## src/rtl/ysyx_22050019_mem_arbiter.sv

```systemverilog
// ysyx_22050019_mem_arbiter: shares one data-memory port between the IFU and
// the LSU. It accepts one request in IDLE, registers it onto mem_*, and drives
// mem_req in SEND. It then waits for mem_rvalid and routes the response back
// to the owner.
// Optional build macro: ARB_RR_EN selects round-robin on ties. When it is
// undefined, the LSU has fixed priority over the IFU.
module ysyx_22050019_mem_arbiter #(
    parameter int ADDR_W = 64,
    parameter int DATA_W = 64
) (
    input  logic                clk,
    input  logic                rst_n,
    input  logic                ifu_req,
    input  logic [ADDR_W-1:0]   ifu_addr,
    output logic                ifu_gnt,
    output logic                ifu_rvalid,
    output logic [DATA_W-1:0]   ifu_rdata,
    input  logic                lsu_req,
    input  logic                lsu_we,
    input  logic [ADDR_W-1:0]   lsu_addr,
    input  logic [DATA_W-1:0]   lsu_wdata,
    input  logic [DATA_W/8-1:0] lsu_wmask,
    output logic                lsu_gnt,
    output logic                lsu_rvalid,
    output logic [DATA_W-1:0]   lsu_rdata,
    output logic                mem_req,
    output logic                mem_we,
    output logic [ADDR_W-1:0]   mem_addr,
    output logic [DATA_W-1:0]   mem_wdata,
    output logic [DATA_W/8-1:0] mem_wmask,
    input  logic                mem_gnt,
    input  logic                mem_rvalid,
    input  logic [DATA_W-1:0]   mem_rdata
);

    typedef enum logic [1:0] {S_IDLE, S_SEND, S_WAIT} state_t;
    typedef enum logic {OWN_IFU, OWN_LSU} owner_t;

    state_t state, state_nxt;
    owner_t owner;
    logic   pick_lsu;
    logic   accept;
    logic   done;

    // Arbitration: decide which requester wins if a request is accepted now
    always_comb begin
`ifdef ARB_RR_EN
        // On a tie, the requester that did not own the last transaction wins
        pick_lsu = lsu_req && (!ifu_req || owner == OWN_IFU);
`else
        pick_lsu = lsu_req;
`endif
        accept = (state == S_IDLE) && (ifu_req || lsu_req);
    end

    // Next state, grants and response routing
    always_comb begin
        state_nxt  = state;
        ifu_gnt    = 1'b0;
        lsu_gnt    = 1'b0;
        done       = 1'b0;
        unique case (state)
            S_IDLE: begin
                if (accept) begin
                    lsu_gnt   = pick_lsu;
                    ifu_gnt   = !pick_lsu;
                    state_nxt = S_SEND;
                end
            end
            S_SEND: begin
                if (mem_gnt) begin
                    done      = mem_rvalid;
                    state_nxt = mem_rvalid ? S_IDLE : S_WAIT;
                end
            end
            S_WAIT: begin
                if (mem_rvalid) begin
                    done      = 1'b1;
                    state_nxt = S_IDLE;
                end
            end
            default: state_nxt = S_IDLE;
        endcase
        mem_req    = (state == S_SEND);
        ifu_rvalid = done && (owner == OWN_IFU);
        lsu_rvalid = done && (owner == OWN_LSU);
        ifu_rdata  = ifu_rvalid ? mem_rdata : '0;
        lsu_rdata  = lsu_rvalid ? mem_rdata : '0;
    end

    // State register
    always_ff @(posedge clk or negedge rst_n) begin
        if (!rst_n) state <= S_IDLE;
        else        state <= state_nxt;
    end

    // Latch the winning request onto the memory port; it is held until the next accept
    always_ff @(posedge clk or negedge rst_n) begin
        if (!rst_n) begin
            owner     <= OWN_IFU;
            mem_we    <= 1'b0;
            mem_addr  <= '0;
            mem_wdata <= '0;
            mem_wmask <= '0;
        end else if (accept) begin
            owner     <= pick_lsu ? OWN_LSU : OWN_IFU;
            mem_we    <= pick_lsu && lsu_we;
            mem_addr  <= pick_lsu ? lsu_addr : ifu_addr;
            mem_wdata <= pick_lsu ? lsu_wdata : '0;
            mem_wmask <= pick_lsu ? lsu_wmask : '0;
        end
    end

endmodule

```

## config.mk

```make
export PLATFORM = sky130hd
export DESIGN_NAME = ysyx_22050019_mem_arbiter
export DESIGN_NICKNAME = d
export VERILOG_FILES = /design/src/rtl/ysyx_22050019_mem_arbiter.sv
export SDC_FILE = /design/constraint.sdc
export NUM_CORES = 1
export LEC_CHECK = 0
export ABC_AREA = 1
export CORE_AREA = 2 2 212 214
export CTS_CLUSTER_DIAMETER = 30
export DETAILED_ROUTE_END_ITERATION = 10
export DIE_AREA = 0 0 214 216
export GPL_TIMING_DRIVEN = 0
export HOLD_SLACK_MARGIN = 0.1
export PLACE_DENSITY = 0.54
export SLEW_MARGIN = 20
export SYNTH_ARGS = -nofsm -noshare
export SYNTH_HDL_FRONTEND = slang
export SYNTH_SLANG_ARGS = --single-unit
```

## constraint.sdc

```tcl
create_clock -name clk -period 4.11 [get_ports clk]
set_input_delay 0.822 -clock clk [delete_from_list [all_inputs] [get_ports clk]]
set_output_delay 0.822 -clock clk [all_outputs]
set_load 0.01 [all_outputs]
```

==> results.cfg, run 1 <==
[routing]
dr.first_iter.drc_count = 348
routed_via_density = 3.69
avgRoutedWirePerCell_um = 15.2
drc = 0
dr_total_vias = 8101
first_pass_iters = 4
wirelength_um = 33300
ant_nets = 0

[clocking]
htree_levels = 4
ctsResizeCount = 0
clk_pin_slew_ps = 70
cts_buffer_depth = 2
clock-sinks = 140
numCtsBuffers = 17
hold_buffers = 0
cts_root_buffer = clkbuf_16
clock_latency_ps = 440
cts_tree = yes
post_cts_buffers = 0

[timing]
fin_crit_ps = 3580
slew_headroom_pct = 59.9
setup_viol = 0
achievable-frequency_mhz = 280
rsz0062_at_grt = no
hold_viol = 0
tightest_slew_ps = 601
skew_ps = 7.03
worst_slack_ps = 532
final_max_slew_viol_count = 0
min_period_over_period_pct = 87.1

[critical_path]
cp_data_required_time_ps = 3290
critPathCaptureType = primary output
crit_type = input pin to primary output
crit_fanout = 10
critPathArrivalTime_ps = 2760
cp-start-kind = input pin

[global_route]
track_usage_pct = 14.0
grt_util_met1_pct = 16.0
use_met3_pct = 4.24
met2_usage_pct = 24.9
grt_pass1_vias = 8030
gr-total-overflow = 0
grt_pass1_wl_um = 48900
busiest_layer = met2
antenna_found_initial = 0
grt_max_degree = 77

[synth]
synth_top_area_share_pct = 50.0
synthesis.nets = 1306
synth_edf_count = 0
synth.largest_area_cell = dfrtp_1
synth_area_leaders = dfrtp_1 (50%), nand2_1 (33%), nor2_1 (7.1%), inv_1 (4.1%), buf_2 (3.2%)
synth_seq_cells = 140
yosysWarnings = 0
synthDistinctLibCells = 14
ys_seq_area_share_pct = 50.0
async_reset_ff_share_pct = 100
synth_common_cells = nand2_1 (615), dfrtp_1 (140), nor2_1 (133), inv_1 (76), buf_2 (45)
syn-cell-area_um2 = 7000
synth_flop_cell = dfrtp_1
avgSynthCellArea_um2 = 6.78
synth_cells = 1032
yosysMostFrequentCell = nand2_1

[cells_and_area]
area_delta_synth_final_pct = 96.9
drive_above_1_share_pct = 5.42
fin_nets = 1866
layout.cells.non_filler = 2196
num_antenna_cells = 0

[power]
p_leak_nw = 6.80
ir_worst_vdd_mv = 0.208
p_per_area_nw_per_um2 = 556

[placed_design]
place.gp.congestion = 0.904
io_buffers = 540
hpwlAfterDp_um = 26800
pre_cts_ws_ps = 550
dp.cells = 2165

[flow_run]
cap_violations = 0

[floorplan]
fp.dieW_um = 214
io_pins = 541
die_area_um2 = 46200
die_y_um = 216
initial_core_util_pct = 16.0
rows = 77
core_area_um2 = 43800

[run_status]
status = complete, no violations

[min_path]
min_path_type = input pin to async pin
[cells in the final DEF, fill, tap and decap left out, types with 4 or more instances in the layout]
cell type	instances
nand2_1	615
buf_2	45
nand4_1	4
dfrtp_1	140
clkinvlp_4	4
clkbuf_16	17
clkbuf_1	5
clkdlybuf4s50_1	539
nor2_1	133
buf_6	6
inv_1	76
[cells by family (layout without fill, tap and decap cells)]
family / count (synthesis) / count (layout) / synth area share, %
adders and majority gates: 3 / 3 / 0.536
buffers and inverters: 135 / 707 / 8.79
DFF: 140 / 140 / 50.0
and+or+nand+nor: 754 / 754 / 40.6
[through the flow]
step / TNS [ps] / cell area (um^2) / power [mW] / utilization, % / hold WS (ps)
6_report: 0 / 13800 / 7.67 / 31.4 / 289
5_1_grt: 0 / 13800 / 8.22 / 31.4 / 319
4_1_cts: 0 / 13800 / 7.82 / 31.4 / 307
3_5_place_dp: 0 / 13200 / 6.09 / 30.1 / 464
3_3_place_gp: -551110 / 13100 / 6.07 / 30.0 / 461
2_1_floorplan: 0 / 7000 / 3.82 / - / 467
[sequential cells by signal, summed over array words and instances, names as in the netlist]
name	count
mem_addr	64
mem_wdata	64
mem_wmask	8
state	2
mem_we	1
owner	1
[layout make-up]
| type | instances | area [um^2] |
|---|---|---|
| well taps | 592 | 741 |
| fillers | 4746 | 30100 |
| clock inverters | 12 | 163 |
| repair buffers | 541 | 5440 |
| multi-input cells | 757 | 2880 |
| plain buffers | 58 | 327 |
| flip-flops and latches | 140 | 3500 |
| clock buffers | 19 | 443 |
| inverters | 77 | 289 |
[worst max-delay path: stages]
cell,delay [ps]
clkdlybuf4s50_1,480
nand2_1,50
nand2_1,70
nand4_1,90
clkbuf_1,270
nor2_1,360
clkdlybuf4s50_1,610
[routing by layer]
layer	share of wire, %	vias up
met2	51	293
li1	-	4126
met3	7.0	31
met4	1.8	0
met5	0	-
met1	41	3651
[report_power, final]
group / total, mW / switching [mW] / internal, mW
combinational: 3.74 / 1.91 / 1.83
sequential: 2.27 / 0.317 / 1.95
clock: 1.66 / 0.683 / 0.975
[worst paths after layout]
kind	startpoint	endpoint	slack (ps)	cells past startpoint
setup / recovery	mem_gnt	ifu_rdata[4]	530	7
hold / removal	rst_n	mem_wdata[9]	290	1
setup reg to reg	state[1]	mem_addr[15]	2330	8
max in group asynchronous	rst_n	mem_wdata[57]	3050	2
min in group clk	mem_addr[40]	mem_addr[40]	480	2
hold reg to reg	mem_addr[40]	mem_addr[40]	480	2
Power figures use the tool's default switching activity.
==> inputs of run 2 (changes only) <==
Settings changed: GPL_TIMING_DRIVEN 0 to not set.
==> results.cfg, run 2 (synthesis gave the netlist of run 1 again) <==
[floorplan]
fp.dieW_um = 214
rows = 77
die_y_um = 216
core_area_um2 = 43800
initial_core_util_pct = 16.0
die_area_um2 = 46200
io_pins = 541

[power]
p_per_area_nw_per_um2 = 556
ir_worst_vdd_mv = 0.244
p_leak_nw = 6.67

[clocking]
htree_levels = 4
cts_tree = yes
post_cts_buffers = 0
clock_latency_ps = 430
ctsResizeCount = 0
hold_buffers = 0
clk_pin_slew_ps = 70
numCtsBuffers = 17
clock-sinks = 140
cts_root_buffer = clkbuf_16
cts_buffer_depth = 2

[timing]
setup_viol = 0
rsz0062_at_grt = no
hold_viol = 0
fin_crit_ps = 3370
achievable-frequency_mhz = 296
slew_headroom_pct = 30.7
final_max_slew_viol_count = 0
tightest_slew_ps = 1040
setup_tns_ps = 0
min_period_over_period_pct = 82.1
whs_ps = 324
skew_ps = 7.75

[cells_and_area]
drive_above_1_share_pct = 3.15
num_antenna_cells = 0
area_delta_synth_final_pct = 93.8
top_regs = mem_addr x64, mem_wdata x64, mem_wmask x8
layout_common_cells = nand2_1 (614), clkdlybuf4s50_1 (538), dfrtp_1 (140)
fin_nets = 1818
layout.cells.most_common = nand2_1

[critical_path]
startpoint = mem_gnt
cp_slowest_cell = clkdlybuf4s50_1
path_cells = clkdlybuf4s50_1 > nand2_1 > nand2_1 > nand4_1 > buf_12 > nor2_1 > clkdlybuf4s50_1
crit_type = input pin to primary output
crit_fanout = 65
critPathArrivalTime_ps = 2550
cp-start-kind = input pin
cp_data_required_time_ps = 3290
r2r_start = state[0]
worst_path_largest_cell_delay_ps = 570
critPathCaptureType = primary output

[placed_design]
io_buffers = 540
place.gp.congestion = 0.909
hpwlAfterDp_um = 23800

[routing]
first_pass_iters = 6
avgRoutedWirePerCell_um = 14.6
routed_via_density = 3.71
dr_total_vias = 7977
ant_nets = 0
drc = 0
wirelength_um = 31400
dr.first_iter.drc_count = 345

[run_status]
status = complete, no violations

[global_route]
grt_pass1_vias = 7967
antenna_found_initial = 1
grt_max_degree = 90
track_usage_pct = 13.1
grt_pass1_wl_um = 46700
gr-total-overflow = 0

[flow_run]
cap_violations = 0

[min_path]
min_path_type = input pin to async pin
-- run 2: cell count changes in the layout (fill, tap and decap cells not counted), sizes merged --
cell | previous run | this run
buf | 56 | 13
clkbuf | 23 | 18
clkdlybuf4s50 | 539 | 538
clkinv | 2 | 6
clkinvlp | 4 | 1
inv | 80 | 81
-- run 2: worst paths after layout --
| kind | to | depth (start not counted) | slack [ps] |
|---|---|---|---|
| min in group clk | mem_wdata[13] | 2 | 480 |
| max in group asynchronous | mem_addr[13] | 2 | 2920 |
| setup / recovery | lsu_rdata[10] | 7 | 740 |
| hold reg to reg | mem_wdata[13] | 2 | 480 |
| hold / removal | mem_wdata[9] | 1 | 320 |
| setup reg to reg | mem_wdata[56] | 7 | 1540 |
-- run 2: critical path: cells and delay by family --
| family | cells | cell delay [ps] |
|---|---|---|
| and+or+nand+nor | 4 | 410 |
| buffers and inverters | 3 | 1290 |
-- run 2: power by group --
part,leakage [nW],switching [mW],internal [mW]
Combinational,4.58,1.86,1.75
Clock,0.305,0.684,0.985
Sequential,1.78,0.309,1.95
Total,6.67,2.85,4.68
-- run 2: stage by stage --
stage / setup WS, ps / util, % / instances / instance area (um^2) / power (mW)
CTS: 740 / 30.9 / 2149 / 13600 / 7.70
global route: 599 / 30.9 / 2149 / 13600 / 8.08
global placement: 648 / 29.5 / 2117 / 12900 / 5.91
finish: 735 / 30.9 / 2149 / 13600 / 7.54
floorplan: 1790 / - / 1032 / 7000 / 3.82
detailed placement: 741 / 29.5 / 2117 / 12900 / 5.94
-- run 2: metal layers --
layer	track usage [%]	vias to the layer above	wire length, um
li1	-	4019	-
met1	14.9	3596	12800
met2	23.0	310	15600
met3	3.52	50	2030
met4	6.06	2	998
met5	0	-	11
-- run 2: layout make-up --
cell class	count	area, um^2
Inverter	77	289
Tap cell	592	741
Fill cell	4670	30300
Timing Repair Buffer	551	5510
Clock inverter	14	183
Multi-Input combinational cell	757	2900
Sequential cell	140	3500
Clock buffer	18	439
